[config.mk]
export PLATFORM = sky130hd
export DESIGN_NAME = riscv_v_v2i_wb_queue_flat
export DESIGN_NICKNAME = d
export VERILOG_FILES = /design/src/rtl/riscv_v_v2i_wb_queue_if.sv /design/src/rtl/riscv_v_v2i_wb_queue.sv /design/src/flat_wrapper.sv
export SDC_FILE = /design/constraint.sdc
export NUM_CORES = 1
export LEC_CHECK = 0
export CORE_UTILIZATION = 54
export CTS_CLUSTER_SIZE = 24
export DETAILED_ROUTE_END_ITERATION = 12
export MAX_ROUTING_LAYER = met4
export PLACE_DENSITY = 0.79
export SKIP_LAST_GASP = 1
export SYNTH_ARGS = -nofsm -noshare
export SYNTH_HDL_FRONTEND = slang
export SYNTH_SLANG_ARGS = --single-unit
[constraint.sdc]
create_clock -name clk -period 5.1 [get_ports clk]
set_input_delay 1.02 -clock clk [delete_from_list [all_inputs] [get_ports clk]]
set_output_delay 1.02 -clock clk [all_outputs]
set_load 0.02 [all_outputs]
[src/rtl/riscv_v_v2i_wb_queue_if.sv]
// Handshake bundle between the v2i result path, the writeback queue and the scalar writeback port.
interface riscv_v_v2i_wb_queue_if #(
   parameter int unsigned DATA_WIDTH = 32,
   parameter int unsigned TAG_WIDTH  = 5,
   parameter int unsigned DEPTH      = 4
);
   localparam int unsigned CNT_W = $clog2(DEPTH + 1);

   logic                  in_valid;
   logic                  in_ready;
   logic [DATA_WIDTH-1:0] in_data;
   logic [TAG_WIDTH-1:0]  in_rd;
   logic                  out_valid;
   logic                  out_ready;
   logic [DATA_WIDTH-1:0] out_data;
   logic [TAG_WIDTH-1:0]  out_rd;
   logic [CNT_W-1:0]      count;
   logic                  full;
   logic                  empty;

   // The queue itself.
   modport slave (
      input  in_valid, in_data, in_rd, out_ready,
      output in_ready, out_valid, out_data, out_rd, count, full, empty
   );

   // Producer / consumer side (ALU result path and scalar writeback).
   modport master (
      output in_valid, in_data, in_rd, out_ready,
      input  in_ready, out_valid, out_data, out_rd, count, full, empty
   );
endinterface

[src/rtl/riscv_v_v2i_wb_queue.sv]
// First-word fall-through queue holding vector-to-integer results and their scalar rd tag
// until the scalar writeback port takes them; x0-destined results are accepted and dropped.
module riscv_v_v2i_wb_queue #(
   parameter int unsigned DATA_WIDTH = 32,
   parameter int unsigned TAG_WIDTH  = 5,
   parameter int unsigned DEPTH      = 4
) (
   input  logic                     clk,
   input  logic                     rst,
   input  logic                     flush,
   riscv_v_v2i_wb_queue_if.slave    q
);
   localparam int unsigned PTR_W = $clog2(DEPTH);
   localparam int unsigned CNT_W = $clog2(DEPTH + 1);

   typedef struct packed {
      logic [DATA_WIDTH-1:0] data;
      logic [TAG_WIDTH-1:0]  rd;
   } entry_t;

   entry_t             mem_q [DEPTH];
   logic [PTR_W-1:0]   rd_ptr_q, rd_ptr_d;
   logic [PTR_W-1:0]   wr_ptr_q, wr_ptr_d;
   logic [CNT_W-1:0]   count_q, count_d;
   logic               full_c, empty_c;
   logic               push_store_c, pop_c;
   entry_t             head_c;

   assign full_c  = (count_q == CNT_W'(DEPTH));
   assign empty_c = (count_q == CNT_W'(0));

   // in_ready depends only on occupancy, never on out_ready.
   assign push_store_c = q.in_valid && !full_c && !flush && (q.in_rd != TAG_WIDTH'(0));
   assign pop_c        = q.out_ready && !empty_c && !flush;

   always_comb begin
      rd_ptr_d = rd_ptr_q;
      wr_ptr_d = wr_ptr_q;
      count_d  = count_q;
      if (flush) begin
         rd_ptr_d = '0;
         wr_ptr_d = '0;
         count_d  = '0;
      end else begin
         if (push_store_c) wr_ptr_d = wr_ptr_q + PTR_W'(1);
         if (pop_c)        rd_ptr_d = rd_ptr_q + PTR_W'(1);
         if (push_store_c && !pop_c)      count_d = count_q + CNT_W'(1);
         else if (pop_c && !push_store_c) count_d = count_q - CNT_W'(1);
      end
   end

   always_ff @(posedge clk) begin
      if (rst) begin
         rd_ptr_q <= '0;
         wr_ptr_q <= '0;
         count_q  <= '0;
      end else begin
         rd_ptr_q <= rd_ptr_d;
         wr_ptr_q <= wr_ptr_d;
         count_q  <= count_d;
      end
   end

   // Storage is not reset; only pointers and occupancy define validity.
   always_ff @(posedge clk) begin
      if (!rst && push_store_c) begin
         mem_q[wr_ptr_q] <= '{data: q.in_data, rd: q.in_rd};
      end
   end

   assign head_c = empty_c ? entry_t'(0) : mem_q[rd_ptr_q];

   assign q.in_ready  = !full_c;
   assign q.out_valid = !empty_c;
   assign q.out_data  = head_c.data;
   assign q.out_rd    = head_c.rd;
   assign q.count     = count_q;
   assign q.full      = full_c;
   assign q.empty     = empty_c;
endmodule

[src/flat_wrapper.sv]
// flat-port wrapper written by rule: the top's interface ports become plain ports
module riscv_v_v2i_wb_queue_flat 
#(
   parameter int unsigned DATA_WIDTH = 32,
   parameter int unsigned TAG_WIDTH  = 5,
   parameter int unsigned DEPTH      = 4
)
  (clk, rst, flush, q_in_valid, q_in_data, q_in_rd, q_out_ready, q_in_ready, q_out_valid, q_out_data, q_out_rd, q_count, q_full, q_empty);
  riscv_v_v2i_wb_queue_if #(.DATA_WIDTH(DATA_WIDTH), .TAG_WIDTH(TAG_WIDTH), .DEPTH(DEPTH)) q_i ();
  input  logic clk;
  input  logic rst;
  input  logic flush;
  input wire logic [$bits(q_i.in_valid)-1:0] q_in_valid;
  input wire logic [$bits(q_i.in_data)-1:0] q_in_data;
  input wire logic [$bits(q_i.in_rd)-1:0] q_in_rd;
  input wire logic [$bits(q_i.out_ready)-1:0] q_out_ready;
  output wire logic [$bits(q_i.in_ready)-1:0] q_in_ready;
  output wire logic [$bits(q_i.out_valid)-1:0] q_out_valid;
  output wire logic [$bits(q_i.out_data)-1:0] q_out_data;
  output wire logic [$bits(q_i.out_rd)-1:0] q_out_rd;
  output wire logic [$bits(q_i.count)-1:0] q_count;
  output wire logic [$bits(q_i.full)-1:0] q_full;
  output wire logic [$bits(q_i.empty)-1:0] q_empty;
  assign q_i.in_valid = q_in_valid;
  assign q_i.in_data = q_in_data;
  assign q_i.in_rd = q_in_rd;
  assign q_i.out_ready = q_out_ready;
  assign q_in_ready = q_i.in_ready;
  assign q_out_valid = q_i.out_valid;
  assign q_out_data = q_i.out_data;
  assign q_out_rd = q_i.out_rd;
  assign q_count = q_i.count;
  assign q_full = q_i.full;
  assign q_empty = q_i.empty;
  riscv_v_v2i_wb_queue #(.DATA_WIDTH(DATA_WIDTH), .TAG_WIDTH(TAG_WIDTH), .DEPTH(DEPTH)) u_core (.clk(clk), .rst(rst), .flush(flush), .q(q_i));
endmodule
# Word level (Yosys, flattened, before mapping)
# Memory sizes are Yosys's and may differ from the RTL's. A register that Yosys moved wholly into a read port is not among the register bits.
# Cells that the tools add are included.
[word_totals]
output_inout_bits = 44
reg_bits = 7
elab_cells = 34
n_memories = 1
mem_bits_rw = 148
[classes]
reduce_logical = 18
add_sub_neg = 4
muxes = 7
eq_ne = 1
[mem_list]
columns = ["name", "words", "word_bits", "read_ports", "rd_clocked_by_memory_dff", "wr", "line", "rtl"]
rows = [
  ["u_core.mem_q", 4, 37, 1, 1, 1, "riscv_v_v2i_wb_queue.sv:21", "entry_t mem_q [DEPTH];"],
]
[op_table]
columns = ["cell", "n"]
rows = [
  ["two-way mux 37 bit", 1],
  ["logical AND 1 bit", 8],
  ["zero test 1 bit", 6],
  ["two-way mux 3 bit", 2],
  ["nonzero test 5 bit", 1],
  ["adder 2 x 1 -> 2 bit, second input constant", 2],
  ["two-way mux 2 bit", 2],
  ["adder 3 x 1 -> 3 bit, second input constant", 1],
  ["equality test 3 bit, second input constant", 1],
  ["zero test 3 bit", 1],
  ["subtractor 3 x 1 -> 3 bit, second input constant", 1],
  ["two-way mux 1 bit", 2],
  ["nonzero test 2 bit", 1],
  ["OR reduction 2 bit", 1],
]

# Logic depth before layout (Yosys ltp)
[depth]
depth_word = 9
ltp_mapped = 9

# Worst setup path before layout
# No wires, ideal clock.
[synth_path]
kind = "input to register"
startpoint = "in q_in_rd[0]"
endpoint = "mem u_core.mem_q[0][0] (netlist bit) (enable)"
path_stages = 3
setup_ns = 0.485
setup_slack_ns = 0.521
t_arrival_ns = 4.094
required_time_ns = 4.615
cell_sequence = "or4_4 > o2111ai_4 > nor3b_1"
[synth_via]
elab_chain_len = 5
[synth_lines]
columns = ["element", "line", "rtl"]
rows = [
  ["start: declaration", "flat_wrapper.sv:15", "input wire logic [$bits(q_i.in_rd)-1:0] q_in_rd;"],
  ["nonzero test 5 bit", "riscv_v_v2i_wb_queue.sv:33", "assign push_store_c = q.in_valid && !full_c && !flush && (q.in_rd != TAG_WIDTH'(0));"],
  ["logical AND 1 bit", "riscv_v_v2i_wb_queue.sv:33", ""],
  ["logical AND 1 bit", "riscv_v_v2i_wb_queue.sv:66", "if (!rst && push_store_c) begin"],
  ["two-way mux 1 bit", "riscv_v_v2i_wb_queue.sv:66", ""],
  ["two-way mux 1 bit (not written as such)", "riscv_v_v2i_wb_queue.sv:67", "mem_q[wr_ptr_q] <= '{data: q.in_data, rd: q.in_rd};"],
  ["end: declaration", "riscv_v_v2i_wb_queue.sv:21", ""],
]
# Every way passes these cells.

==> results.txt <==
Die area -> 0.0117 mm²
Clk_lat worst skew -> 420 ps
Area of the multi-input gates -> 0.00140 mm²
Startpoint types -> flip-flop
Vias per cell -> 5.54
H-tree levels -> 4
Setup Buffers After CTS -> 0
Mapped Avg Cell Area -> 21.1 µm²
Initial Util -> 0.557
N_diodes -> 0
FF+latch area -> 0.00463 mm²
Gpl congestion -> 0.740
Die W -> 108 µm
IO Port Bufs -> 85
Cell family with most CP delay -> buffers and inverters
Initial drt markers -> 174
TritonCTS clock tree -> yes
Die height -> 108 µm
Post-route DRC -> 0
Minimum clock period -> 3670 ps
Worst path bufs/invs -> 2
Clock root cell -> clkbuf_16
Leakage power -> 2.51 nW
Seq pwr share -> 0.474
Routed Antenna Nets -> 0
Mapped Cells -> 289
Area contributors post-synth -> edfxtp_1 73%, mux4_2 14%, and2_1 3.8%, dfxtp_1 3.0%, ha_1 1.0%
Setup crit end kind -> output port
Slowest-stage cell, CP -> mux4_2
First-pass GRT wire length -> 17,200 µm
Met3 Use GR -> 0.0609
Sw Share -> 0.190
Count of cell types in the netlist -> 26
Worst slew margin -> 0.333
Final period util -> 0.720
Post-synth EDFFs -> 148
PD cells -> 388 mW/mm²
RSZ-0062 raised after global routing -> no
M2 GR Usage -> 0.337
Status -> finished, final reports clean
Combinational share of power -> 0.071
Seq/Total Area, Yosys -> 0.759
Worst-path clk slew -> 60 ps
Total net switching power -> 0.575 mW
WL final -> 11,000 µm
Internal Dissipation -> 2.45 mW
Kind of critical path -> flip-flop to output port
Final hold violations -> 0
Final Max Tran Viols -> 0
Detailed Place HPWL -> 6420 µm
Post-layout net count -> 435
Total of max-cap violations -> 0
Clock skew -> 5.99 ps
Synth Flop Type -> edfxtp_1
Num rows -> 38
Clock power frac -> 0.455
Post-synth design cell area -> 0.00610 mm²
Worst hold-check path type -> flip-flop to flip-flop
Cts repair resizes -> 0
Top Usage Layer GRT -> met2
All-layer global routing usage -> 0.219
Non-Filler Instances -> 540
CTS Hold Bufs -> 0
Yosys warning total -> 0
Number of fill cells -> 710
CTS sink count -> 157
Measured slew at the worst slew-check pin -> 1000 ps
Antenna violations before repair -> 0
Core area -> 0.0109 mm²
Number of detailed-route iterations in the first pass -> 4
Clock Path Buffers -> 2
Placed Cells -> 508
Cts bufs inserted -> 17
Fmax -> 0.272 GHz
Setup Total Neg Slack -> 0 ps
Reg-to-reg setup timing slack -> 2610 ps
Post-synth top area cell -> edfxtp_1
I/O pin cnt -> 86
Routed vias -> 2,991
WL per Instance -> 20.5 µm
Critical Path Max Stage Delay -> 570 ps
Met1 Use GR -> 0.274
Crit Path Max Fanout -> 15
Share of flip-flops with an asynchronous set or reset -> 0
Vias in the first global route -> 3,141
Hold Slack -> 516 ps
Required @ worst endpoint -> 4080 ps
Final setup fails -> 0
Critical Path, Cell by Cell -> buf_4 -> mux4_2 -> and2_1 -> clkdlybuf4s50_1
Synth Register Bits -> 157
Crit path arrival time -> 2650 ps
Area delta synth->final -> 27.7%
Synthesized net count -> 337
Layout cells sized above 1 -> 0.205
Largest net degree at the start of global routing -> 41
Grt ovf -> 0
Max rail drop VDD -> 336 µV
Share of the synthesized area in the top cell type -> 0.729
Tot Pwr -> 3.02 mW
-- logic make-up (layout without fill, tap and decap cells) --
family,count (synthesis),count (layout),share of synthesized area
mux,40,40,0.142
buf+inv,20,131,0.0156
flops,157,157,0.759
fa+ha+maj,6,6,0.0135
simple gates,57,57,0.0562
compound gates,5,5,0.00862
xor+xnor,4,4,0.00575
-- metal layers --
metal / wire (µm) / part of all wire
met5: 0 / 0
met2: 5620 / 0.51
met3: 609 / 0.055
met4: 198 / 0.018
met1: 4620 / 0.42
-- layout by cell type, fill, tap and decap left out, drive strengths merged, types with 6 or more instances in the layout --
| cell | n |
|---|---|
| clkbuf | 19 |
| mux4 | 37 |
| dfxtp | 9 |
| nor2 | 6 |
| clkdlybuf4s50 | 85 |
| inv | 7 |
| edfxtp | 148 |
| and2 | 37 |
| bufinv | 6 |
| buf | 7 |
-- stage by stage --
step | worst slack (ps) | cell area, µm² | util
2_1_floorplan | 521 | 6100 | -
3_3_place_gp | 1630 | 7130 | 0.652
6_report | 1430 | 7780 | 0.712
5_1_grt | 1250 | 7780 | 0.712
4_1_cts | 1340 | 7780 | 0.712
3_5_place_dp | 1540 | 7130 | 0.652
-- cell usage after synthesis, types with 2 or more instances --
cell	number
and2_1	37
buf_2	2
buf_4	4
clkbuf_1	7
dfxtp_1	9
edfxtp_1	148
ha_1	5
inv_1	6
mux2i_1	3
mux4_2	37
nand2_1	4
nor2_1	6
nor3b_1	4
or3_1	2
xor2_1	4
-- worst register-to-register path, cell delays in order (launching register included) --
cell	delay (ps)
dfxtp_1	390
or3_1	370
buf_4	260
nand3_1	150
ha_1	190
inv_1	70
fa_1	380
xor2_1	160
or3_1	300
a21oi_1	150
-- flip-flops by register name (all words and copies together), names as in the netlist, named ones only --
register,cells
u_core.rd_ptr_q,2
u_core.mem_q,148
u_core.q.count,3
u_core.wr_ptr_q,2
-- final timing paths --
| kind | from | end | depth (start not counted) |
|---|---|---|---|
| hold / removal | u_core.wr_ptr_q[1]$_SDFFE_PP0P_ | u_core.wr_ptr_q[1]$_SDFFE_PP0P_ | 2 |
| hold reg to reg | u_core.wr_ptr_q[1]$_SDFFE_PP0P_ | u_core.wr_ptr_q[1]$_SDFFE_PP0P_ | 2 |
| setup / recovery | flip-flop | q_out_data[13] | 4 |
| setup reg to reg | u_core.q.count[0]$_SDFFE_PP0P_ | u_core.q.count[2]$_SDFFE_PP0P_ | 9 |
-- power by group through the flow --
stage          clock network (mW)  logic (mW)  registers, mW
2_1_floorplan                   0       0.102           1.46
3_3_place_gp                    0       0.213           1.46
3_5_place_dp                    0       0.217           1.46
4_1_cts                      1.39       0.218           1.43
5_1_grt                      1.45       0.231           1.43
6_report                     1.37       0.215           1.43
-- final cells by class --
| class | instances | share of cell area |
|---|---|---|
| Sequential cell | 157 | 0.594 |
| Multi-Input combinational cell | 112 | 0.179 |
| Timing Repair Buffer | 92 | 0.116 |
| Clock buffer | 19 | 0.0556 |
| Clock inverter | 13 | 0.0283 |
| Tap cell | 140 | 0.0225 |
| Inverter | 7 | 0.00370 |
Power figures use the tool's default switching activity.
